**config.mk**
```make
export PLATFORM = sky130hd
export DESIGN_NAME = data_mem_arbiter_flat
export DESIGN_NICKNAME = d
export VERILOG_FILES = /design/src/rtl/data_mem_arbiter_if.sv /design/src/rtl/data_mem_arbiter.sv /design/src/flat_wrapper.sv
export SDC_FILE = /design/constraint.sdc
export NUM_CORES = 1
export LEC_CHECK = 0
export ABC_AREA = 1
export ABC_CLOCK_PERIOD_IN_PS = 1450
export CAP_MARGIN = 10
export CORE_UTILIZATION = 30
export DETAILED_ROUTE_END_ITERATION = 7
export GPL_ROUTABILITY_DRIVEN = 1
export MAX_ROUTING_LAYER = met4
export PLACE_DENSITY_LB_ADDON = 0.2
export SKIP_LAST_GASP = 1
export SLEW_MARGIN = 25
export SYNTH_ARGS = -nofsm -noshare
export SYNTH_HDL_FRONTEND = slang
export SYNTH_SLANG_ARGS = --single-unit
```
**constraint.sdc**
```tcl
create_clock -name clk -period 1.45 [get_ports clk]
set_input_delay 0.2175 -clock clk [delete_from_list [all_inputs] [get_ports clk]]
set_output_delay 0.2175 -clock clk [all_outputs]
set_load 0.01 [all_outputs]
```
**src/rtl/data_mem_arbiter_if.sv**
```systemverilog
// Bundle of the two requester ports and the data-memory port shared by data_mem_arbiter.
interface data_mem_arbiter_if;
    logic        req0;
    logic        we0;
    logic [31:0] addr0;
    logic [31:0] wd0;
    logic        ack0;
    logic [31:0] rdata0;
    logic        err0;

    logic        req1;
    logic        we1;
    logic [31:0] addr1;
    logic [31:0] wd1;
    logic        ack1;
    logic [31:0] rdata1;
    logic        err1;

    logic [31:0] mem_addr;
    logic        mem_we;
    logic [31:0] mem_wd;
    logic [31:0] mem_rd;

    // arbiter side
    modport slave (
        input  req0, we0, addr0, wd0,
        input  req1, we1, addr1, wd1,
        input  mem_rd,
        output ack0, rdata0, err0,
        output ack1, rdata1, err1,
        output mem_addr, mem_we, mem_wd
    );

    // requester side
    modport master (
        output req0, we0, addr0, wd0,
        output req1, we1, addr1, wd1,
        input  ack0, rdata0, err0,
        input  ack1, rdata1, err1
    );

    // data memory side
    modport mem (
        input  mem_addr, mem_we, mem_wd,
        output mem_rd
    );
endinterface

```
**src/rtl/data_mem_arbiter.sv**
```systemverilog
// Round-robin two-port arbiter in front of the single-port data memory.
// Optional address range checking is enabled by defining ADDR_RANGE_CHECK_EN.
//
// state    | meaning
// ---------+-----------------------------------------------------------
// S_IDLE   | no transaction in flight, waiting for any REQ
// S_ACCESS | memory bus driven for granted port, read data captured
// S_RESP   | ACK pulsed for granted port, other port may be granted
module data_mem_arbiter #(
    parameter int DEPTH = 128,
    parameter int AW    = 7
) (
    input logic              clk,
    input logic              rst_n,
    data_mem_arbiter_if.slave bus
);

    localparam logic [1:0] S_IDLE   = 2'd0;
    localparam logic [1:0] S_ACCESS = 2'd1;
    localparam logic [1:0] S_RESP   = 2'd2;

    logic [1:0]  state_q, state_d;
    logic        pri_q, pri_d;
    logic        gsel_q, gsel_d;
    logic        ack0_q, ack0_d;
    logic        ack1_q, ack1_d;
    logic        err0_q, err0_d;
    logic        err1_q, err1_d;
    logic [31:0] rdata0_q, rdata0_d;
    logic [31:0] rdata1_q, rdata1_d;
    logic        mem_we_q, mem_we_d;
    logic [31:0] mem_addr_q, mem_addr_d;
    logic [31:0] mem_wd_q, mem_wd_d;

    logic        grant_vld;
    logic        grant_port;
    logic        oor0, oor1;
    logic        g_we, g_oor;
    logic [31:0] g_addr, g_wd, g_maddr;
    logic        c_oor;

    // DEPTH documents the memory size; decoding is driven by AW alone.
    logic unused_cfg;
    assign unused_cfg = ^(32'(DEPTH) ^ 32'(AW));

`ifdef ADDR_RANGE_CHECK_EN
    assign oor0    = (bus.addr0 >> AW) != 32'd0;
    assign oor1    = (bus.addr1 >> AW) != 32'd0;
    assign g_maddr = {{(32-AW){1'b0}}, g_addr[AW-1:0]};
`else
    assign oor0    = 1'b0;
    assign oor1    = 1'b0;
    assign g_maddr = g_addr;
`endif

    // In RESP the port just acknowledged is excluded: its REQ is still the old one.
    always_comb begin
        grant_vld  = 1'b0;
        grant_port = 1'b0;
        case (state_q)
            S_IDLE: begin
                grant_vld  = bus.req0 | bus.req1;
                grant_port = (bus.req0 & bus.req1) ? pri_q : bus.req1;
            end
            S_RESP: begin
                grant_port = ~gsel_q;
                grant_vld  = gsel_q ? bus.req0 : bus.req1;
            end
            default: begin
                grant_vld  = 1'b0;
                grant_port = 1'b0;
            end
        endcase
    end

    assign g_we   = grant_port ? bus.we1   : bus.we0;
    assign g_addr = grant_port ? bus.addr1 : bus.addr0;
    assign g_wd   = grant_port ? bus.wd1   : bus.wd0;
    assign g_oor  = grant_port ? oor1      : oor0;
    assign c_oor  = gsel_q     ? oor1      : oor0;

    always_comb begin
        state_d    = state_q;
        pri_d      = pri_q;
        gsel_d     = gsel_q;
        ack0_d     = 1'b0;
        ack1_d     = 1'b0;
        err0_d     = err0_q;
        err1_d     = err1_q;
        rdata0_d   = rdata0_q;
        rdata1_d   = rdata1_q;
        mem_we_d   = 1'b0;
        mem_addr_d = mem_addr_q;
        mem_wd_d   = mem_wd_q;

        case (state_q)
            S_IDLE: begin
                if (grant_vld) begin
                    state_d    = S_ACCESS;
                    gsel_d     = grant_port;
                    mem_we_d   = g_we & ~g_oor;
                    mem_addr_d = g_maddr;
                    mem_wd_d   = g_wd;
                end
            end
            S_ACCESS: begin
                state_d = S_RESP;
                // MEM_RD still reflects the pre-write word at this edge
                if (gsel_q) begin
                    ack1_d   = 1'b1;
                    err1_d   = c_oor;
                    rdata1_d = c_oor ? 32'd0 : bus.mem_rd;
                end else begin
                    ack0_d   = 1'b1;
                    err0_d   = c_oor;
                    rdata0_d = c_oor ? 32'd0 : bus.mem_rd;
                end
            end
            S_RESP: begin
                pri_d = ~gsel_q;
                if (grant_vld) begin
                    state_d    = S_ACCESS;
                    gsel_d     = grant_port;
                    mem_we_d   = g_we & ~g_oor;
                    mem_addr_d = g_maddr;
                    mem_wd_d   = g_wd;
                end else begin
                    state_d = S_IDLE;
                end
            end
            default: begin
                state_d = S_IDLE;
            end
        endcase
    end

    always_ff @(posedge clk or negedge rst_n) begin
        if (!rst_n) begin
            state_q    <= S_IDLE;
            pri_q      <= 1'b0;
            gsel_q     <= 1'b0;
            ack0_q     <= 1'b0;
            ack1_q     <= 1'b0;
            err0_q     <= 1'b0;
            err1_q     <= 1'b0;
            rdata0_q   <= 32'd0;
            rdata1_q   <= 32'd0;
            mem_we_q   <= 1'b0;
            mem_addr_q <= 32'd0;
            mem_wd_q   <= 32'd0;
        end else begin
            state_q    <= state_d;
            pri_q      <= pri_d;
            gsel_q     <= gsel_d;
            ack0_q     <= ack0_d;
            ack1_q     <= ack1_d;
            err0_q     <= err0_d;
            err1_q     <= err1_d;
            rdata0_q   <= rdata0_d;
            rdata1_q   <= rdata1_d;
            mem_we_q   <= mem_we_d;
            mem_addr_q <= mem_addr_d;
            mem_wd_q   <= mem_wd_d;
        end
    end

    assign bus.ack0     = ack0_q;
    assign bus.ack1     = ack1_q;
    assign bus.err0     = err0_q;
    assign bus.err1     = err1_q;
    assign bus.rdata0   = rdata0_q;
    assign bus.rdata1   = rdata1_q;
    assign bus.mem_we   = mem_we_q;
    assign bus.mem_addr = mem_addr_q;
    assign bus.mem_wd   = mem_wd_q;

endmodule

```
**src/flat_wrapper.sv**
```systemverilog
// flat-port wrapper written by rule: the top's interface ports become plain ports
module data_mem_arbiter_flat 
#(
    parameter int DEPTH = 128,
    parameter int AW    = 7
)
  (clk, rst_n, bus_req0, bus_we0, bus_addr0, bus_wd0, bus_req1, bus_we1, bus_addr1, bus_wd1, bus_mem_rd, bus_ack0, bus_rdata0, bus_err0, bus_ack1, bus_rdata1, bus_err1, bus_mem_addr, bus_mem_we, bus_mem_wd);
  data_mem_arbiter_if bus_i ();
  input logic clk;
  input logic rst_n;
  input wire logic [$bits(bus_i.req0)-1:0] bus_req0;
  input wire logic [$bits(bus_i.we0)-1:0] bus_we0;
  input wire logic [$bits(bus_i.addr0)-1:0] bus_addr0;
  input wire logic [$bits(bus_i.wd0)-1:0] bus_wd0;
  input wire logic [$bits(bus_i.req1)-1:0] bus_req1;
  input wire logic [$bits(bus_i.we1)-1:0] bus_we1;
  input wire logic [$bits(bus_i.addr1)-1:0] bus_addr1;
  input wire logic [$bits(bus_i.wd1)-1:0] bus_wd1;
  input wire logic [$bits(bus_i.mem_rd)-1:0] bus_mem_rd;
  output wire logic [$bits(bus_i.ack0)-1:0] bus_ack0;
  output wire logic [$bits(bus_i.rdata0)-1:0] bus_rdata0;
  output wire logic [$bits(bus_i.err0)-1:0] bus_err0;
  output wire logic [$bits(bus_i.ack1)-1:0] bus_ack1;
  output wire logic [$bits(bus_i.rdata1)-1:0] bus_rdata1;
  output wire logic [$bits(bus_i.err1)-1:0] bus_err1;
  output wire logic [$bits(bus_i.mem_addr)-1:0] bus_mem_addr;
  output wire logic [$bits(bus_i.mem_we)-1:0] bus_mem_we;
  output wire logic [$bits(bus_i.mem_wd)-1:0] bus_mem_wd;
  assign bus_i.req0 = bus_req0;
  assign bus_i.we0 = bus_we0;
  assign bus_i.addr0 = bus_addr0;
  assign bus_i.wd0 = bus_wd0;
  assign bus_i.req1 = bus_req1;
  assign bus_i.we1 = bus_we1;
  assign bus_i.addr1 = bus_addr1;
  assign bus_i.wd1 = bus_wd1;
  assign bus_i.mem_rd = bus_mem_rd;
  assign bus_ack0 = bus_i.ack0;
  assign bus_rdata0 = bus_i.rdata0;
  assign bus_err0 = bus_i.err0;
  assign bus_ack1 = bus_i.ack1;
  assign bus_rdata1 = bus_i.rdata1;
  assign bus_err1 = bus_i.err1;
  assign bus_mem_addr = bus_i.mem_addr;
  assign bus_mem_we = bus_i.mem_we;
  assign bus_mem_wd = bus_i.mem_wd;
  data_mem_arbiter #(.DEPTH(DEPTH), .AW(AW)) u_core (.clk(clk), .rst_n(rst_n), .bus(bus_i));
endmodule
```
==> metrics, run 1 <==
Worst Clk Skew=10.8 ps; Worst Path Arrival=1650 ps; Total GRT Usage=0.191; Hold WS=286 ps; status=complete, no violations; post-synthesis sequential area ratio=0.533; # Max-Cap Violations=0; clk_lat worst skew=420 ps; final setup violation count=0; n_diodes=0; synth unique cells=19; post-synthesis sequential element count=135; port bufs=296; RePlAce Congestion=0.783; site row count=52; Worst-path clk slew=60 ps; RSZ-0062 raised after global routing=yes; Slew Limit Fails=0; CP Class=reg -> reg; routed vias=6056; fin nets=1277; Yosys warning total=0; gr ovfl total=0; Synth Cell Area=0.00634 mm^2; num ports=299; crit path time final=1350 ps; Num Clock Sinks=135; largest net degree at the start of global routing=56; H-tree depth=4; Fmax=0.741 GHz; crit path max fanout=37; Initial Util=0.309; number of DRC markers in iteration 0=264; WL/cell=14.4 um; placed wire-length estimate=13700 um; DIE HEIGHT=147 um; worst min path class=in -> async; Area growth syn-to-layout=61.9%; power per cell area=2090 mW/mm^2; crit share post-route=0.931; mean post-synth cell area=7.70 um^2; DR vias/cell=4.34; worst endpoint required time=1750 ps; Leakage=5.60 nW; Max Buffers Root-to-Sink=2; DR top layer=met4; Setup TNS=0 ps; nature of the critical path endpoint=register; TritonCTS clock tree=yes; die area=0.0217 mm^2; crit path launch type=register; core area=0.0205 mm^2; initial antenna violation count=0; Die X=147 um; vias in the first global route=5923; WL met2=9280 um; CTS root buf=clkbuf_16; CTS Buf Count=17; maximum vdd drop=0.00108 V; Final Hold Viols=0; final wirelength=20000 um; Antenna Nets Post-Route=0; share of cells above drive strength 1=0.0596; first drt pass iteration count=4; met1 WL=8860 um; routed wl met3=1570 um; first-pass GRT wire length=31400 um; drt drc=0; Post-Syn Instances=823
==> cell families after synthesis <==
logic type | synth area share
AO/OA/AOI/OAI | 0.0537
other | 0.000591
buffers and inverters | 0.147
AND/OR/NAND/NOR | 0.266
flip-flops | 0.533
==> cell usage after synthesis <==
library cell / number / area [um^2]
conb_1: 1 / 3.75
nor2_1: 1 / 3.75
clkbuf_1: 6 / 22.5
nand3_1: 129 / 646
o21ai_0: 38 / 190
a21oi_1: 1 / 5.00
buf_1: 1 / 3.75
nand2_1: 266 / 998
nand2_2: 2 / 12.5
buf_2: 24 / 120
nand3_2: 1 / 10.0
nor2_4: 1 / 11.3
o21ai_1: 29 / 145
buf_6: 2 / 22.5
dfrtp_1: 135 / 3380
inv_1: 164 / 616
nor2_2: 1 / 6.26
inv_2: 3 / 11.3
buf_4: 18 / 135
==> stage by stage <==
stage	utilization	instance area, um^2	power (mW)	instances	setup slack [ps]
floorplan	-	6340	12.1	824	165
global placement	0.471	9660	17.8	1357	-128
detailed placement	0.471	9660	17.9	1357	-142
CTS	0.494	10100	21.3	1390	-4.63
global route	0.501	10300	23.2	1394	-5.91
finish	0.501	10300	21.4	1394	99.6
==> sequential cells by signal, summed over array words and instances, names as in the netlist <==
| name | cells |
|---|---|
| u_core.bus.ack1 | 1 |
| u_core.state_q | 2 |
| u_core.gsel_q | 1 |
| u_core.bus.ack0 | 1 |
| u_core.bus.rdata0 | 32 |
| u_core.pri_q | 1 |
| u_core.bus.mem_addr | 32 |
| u_core.bus.rdata1 | 32 |
| u_core.bus.mem_we | 1 |
| u_core.bus.mem_wd | 32 |
==> path summary, 6_finish.rpt <==
kind,start,depth (start not counted),to,slack [ps]
worst min-delay path,rst_n,2,u_core.bus.rdata0[12],290
max in group asynchronous,rst_n,3,u_core.bus.mem_wd[5],610
min in group clk,bus_we1,3,u_core.bus.mem_we,360
worst max-delay path,u_core.state_q[0],7,u_core.bus.mem_addr[20],100
worst min register to register,u_core.bus.mem_addr[5],2,u_core.bus.mem_addr[5],470
worst max register to register,u_core.state_q[0],7,u_core.bus.mem_addr[20],100
==> cell type report <==
class,count,area (um^2)
multi-input cells,471,2080
fillers,2093,10200
well taps,270,338
clock buffers,19,433
flip-flops and latches,135,3380
clock inverters,13,194
inverters,167,629
repair buffers,319,3210
==> where the power goes <==
group          switching [mW]  internal (mW)
logic                    5.70           4.47
registers               0.952           5.70
clock network            1.70           2.90
total                    8.36           13.1
==> routing by layer <==
| metal | up-vias | GRT usage |
|---|---|---|
| met4 | 0 | 0.0593 |
| met5 | - | - |
| met3 | 25 | 0.0614 |
| met2 | 228 | 0.297 |
| li1 | 3068 | - |
| met1 | 2735 | 0.237 |
==> cells in the final DEF (no fill, tap or decap) <==
cell / instances
bufinv_16: 4
nand2_1: 263
nand3_1: 129
inv_4: 1
clkinv_4: 4
inv_1: 164
clkbuf_16: 20
inv_2: 2
clkinvlp_4: 1
o21ai_1: 29
a21oi_1: 1
nor2_4: 2
nand2_2: 2
buf_12: 14
dlygate4sd3_1: 1
nor2_2: 1
conb_1: 2
dfrtp_1: 133
o21ai_0: 38
inv_6: 3
nand2_4: 2
clkinv_2: 1
dlygate4sd2_1: 131
dfrtp_2: 2
buf_6: 2
buf_4: 4
clkbuf_1: 2
clkdlybuf4s50_1: 164
nand3_4: 1
nand2_8: 1
==> timing repair <==
action,4_1_cts,5_1_grt
hold endpoints to repair,37,0
endpoints found under the setup margin,134,66
pin swaps,0,1
cloned,0,3
gates resized for setup,131,11
setup buffers,0,1
hold buffers,1,0
==> worst max-delay path, cell delays in order, from the launching register on <==
cell     delay, ps
dfrtp_1        440
nor2_4         180
nand2_1        110
nand2_4        120
inv_2           70
buf_12         180
nand2_1         70
nand2_1         60
No activity file was read; power rests on OpenSTA's default activity.
==> run 2, diff against run 1 <==
- PLACE_DENSITY: default -> 0.58
- PLACE_DENSITY_LB_ADDON: 0.2 -> default
==> run 2 against run 1 <==
Sequential power hardly changed; critical path depth is 6 lower; clock power shrank 3%; non-clock buffer count is 7 higher; cell area decreased by 0.43%; fmax hardly changed; highest routed layer unchanged; register-to-register slack is essentially flat; core utilization fell by 0.21 points; clock skew fell by 1.6 ps; sequential cell count stayed put; die area is the same; wire length fell by 3.2%.
==> metrics, run 2 (same netlist as run 1, synthesis figures left out) <==
H-tree depth=4 (unchanged); critical path cell sequence=dlygate4sd2_1; crit-path leading delay family=flip-flops; drt drc=0 (unchanged); number of DRC markers in iteration 0=250 (-5.3%); Num Clock Sinks=135 (unchanged); Combinational Power Share=0.472 (-0.003); Fmax=0.741 GHz (about the same); clk_lat worst skew=410 ps (about the same); Initial Util=0.309 (unchanged); Antenna Nets Post-Route=0 (unchanged); largest net degree at the start of global routing=53 (-5.4%); worst endpoint required time=1230 ps (-520 ps); CP bufs+invs=1 (-1); Placed Instance Area=0.00974 mm^2 (+0.83%); RSZ-0062 raised after global routing=yes; crit share post-route=0.931 (about the same); Worst Clk Skew=9.20 ps (-1.56 ps); share of cells above drive strength 1=0.0654 (+0.00582); final setup violation count=0 (unchanged); crit path time final=1350 ps (-0.318 ps); area of the multi-input gates=0.00206 mm^2 (-1.3%); switching part of the total=0.397 (+0.00710); clock share of power=0.212 (-0.003); Leakage=5.59 nW (about the same); CP Class=reg -> out; CTS Buf Count=17 (unchanged); site row count=52 (unchanged); Die X=147 um (unchanged); Sequential Power Share=0.316 (+0.006); placed wire-length estimate=14100 um (+3.2%); Register Area=0.00338 mm^2 (about the same); RePlAce Congestion=0.809 (+3.4%); num ports=299 (unchanged); Worst path max stage delay=400 ps (-40 ps); first drt pass iteration count=4 (unchanged); DIE HEIGHT=147 um (unchanged); Max Buffers Root-to-Sink=2 (unchanged); crit path launch type=register; vias in the first global route=5979 (+0.95%); fin nets=1284 (+0.55%); Critical-path top delay cell=dfrtp_1; initial antenna violation count=0 (unchanged); Final Hold Viols=0 (unchanged); power per cell area=2060 mW/mm^2 (-1.4%); nature of the critical path endpoint=primary output; Slew Limit Fails=0 (unchanged); Int Power=12.7 mW (-3.0%); Worst-path clk slew=70 ps (about the same); Power Total=21.0 mW (-1.8%); sw power=8.36 mW (about the same); CTS root buf=clkbuf_16; core area=0.0205 mm^2 (unchanged); commonest non-fill, non-tap cells in the layout=nand2_1 (263), inv_1 (164), clkdlybuf4s50_1 (164), dfrtp_1 (135), dlygate4sd2_1 (131); Area growth syn-to-layout=61.2%; crit path max fanout=2 (-95%); Filler Cell Count=2103 (+0.48%); status=complete, no violations; # Max-Cap Violations=0 (unchanged); Worst Path Arrival=1130 ps (-520 ps); first-pass GRT wire length=31400 um (-0.15%); maximum vdd drop=0.000816 V (-24%); commonest non-fill, non-tap cell in the layout=nand2_1; Total GRT Usage=0.192 (about the same); worst min path class=in -> async; TritonCTS clock tree=yes; DR vias/cell=4.27 (-1.6%); die area=0.0217 mm^2 (unchanged); gr ovfl total=0 (unchanged); WL/cell=13.8 um (-3.7%); port bufs=296 (unchanged); final wirelength=19400 um (-3.2%); post-route cell area=0.0102 mm^2 (-0.43%); routed vias=5986 (-1.2%); n_diodes=0 (unchanged)
run 2: changes by cell type in the layout (fill, tap and decap cells not counted), sizes merged:
cell / change
buf: +10
bufinv: -2
clkbuf: -5
clkinv: -4
clkinvlp: +2
inv: +6
run 2: metrics by stage:
step                std cells   util  TNS, ps  worst slack [ps]  hold WS [ps]
detailed placement       1366  0.475    -9240              -170           186
floorplan                 824      -        0               165         -78.1
global placement         1366  0.475    -7970              -152           187
finish                   1401  0.499        0              99.9           306
CTS                      1401  0.498        0              33.1           311
global route             1401  0.499    -11.6             -9.82           321
run 2: metal layers:
layer / GRT usage / vias up / wire [um]
li1: - / 3075 / -
met1: 0.248 / 2657 / 8810
met2: 0.290 / 234 / 8690
met3: 0.0549 / 20 / 1520
met4: 0.0562 / 0 / 335
met5: - / - / 0
run 2: power by group through the flow:
stage / logic [mW] / registers, mW / clock network, mW
finish: 9.94 / 6.65 / 4.46
floorplan: 4.54 / 7.54 / 0
global placement: 11.3 / 6.73 / 0
global route: 11.1 / 6.91 / 4.77
detailed placement: 11.3 / 6.76 / 0
CTS: 10.1 / 6.67 / 4.59
run 2: worst paths after layout:
kind	from	to	slack [ps]	cells past startpoint
worst max-delay path	u_core.bus.mem_addr[6]	bus_mem_addr[6]	100	1
worst min-delay path	rst_n	u_core.bus.rdata0[8]	310	2
worst max register to register	u_core.state_q[1]	u_core.bus.mem_addr[13]	100	7
worst min register to register	u_core.bus.mem_addr[16]	u_core.bus.mem_addr[16]	470	2
max in group asynchronous	rst_n	u_core.bus.mem_wd[20]	620	3
min in group clk	bus_mem_rd[27]	u_core.bus.rdata1[27]	370	3
run 2: repair_timing:
action | in CTS | in global routing
setup buffers | 2 | 0
hold endpoints to repair | 36 | 0
gates resized for setup | 132 | 2
hold buffers | 1 | 0
setup endpoints to repair | 187 | 33
pin swaps | 1 | 0
run 2: final cells by class:
cell class / instances / area share
timing repair buffer: 326 / 0.315
sequential: 135 / 0.331
inverter: 167 / 0.0613
tap: 270 / 0.0331
clock inverter: 15 / 0.0176
multi-input combinational: 471 / 0.201
clock buffer: 17 / 0.0416
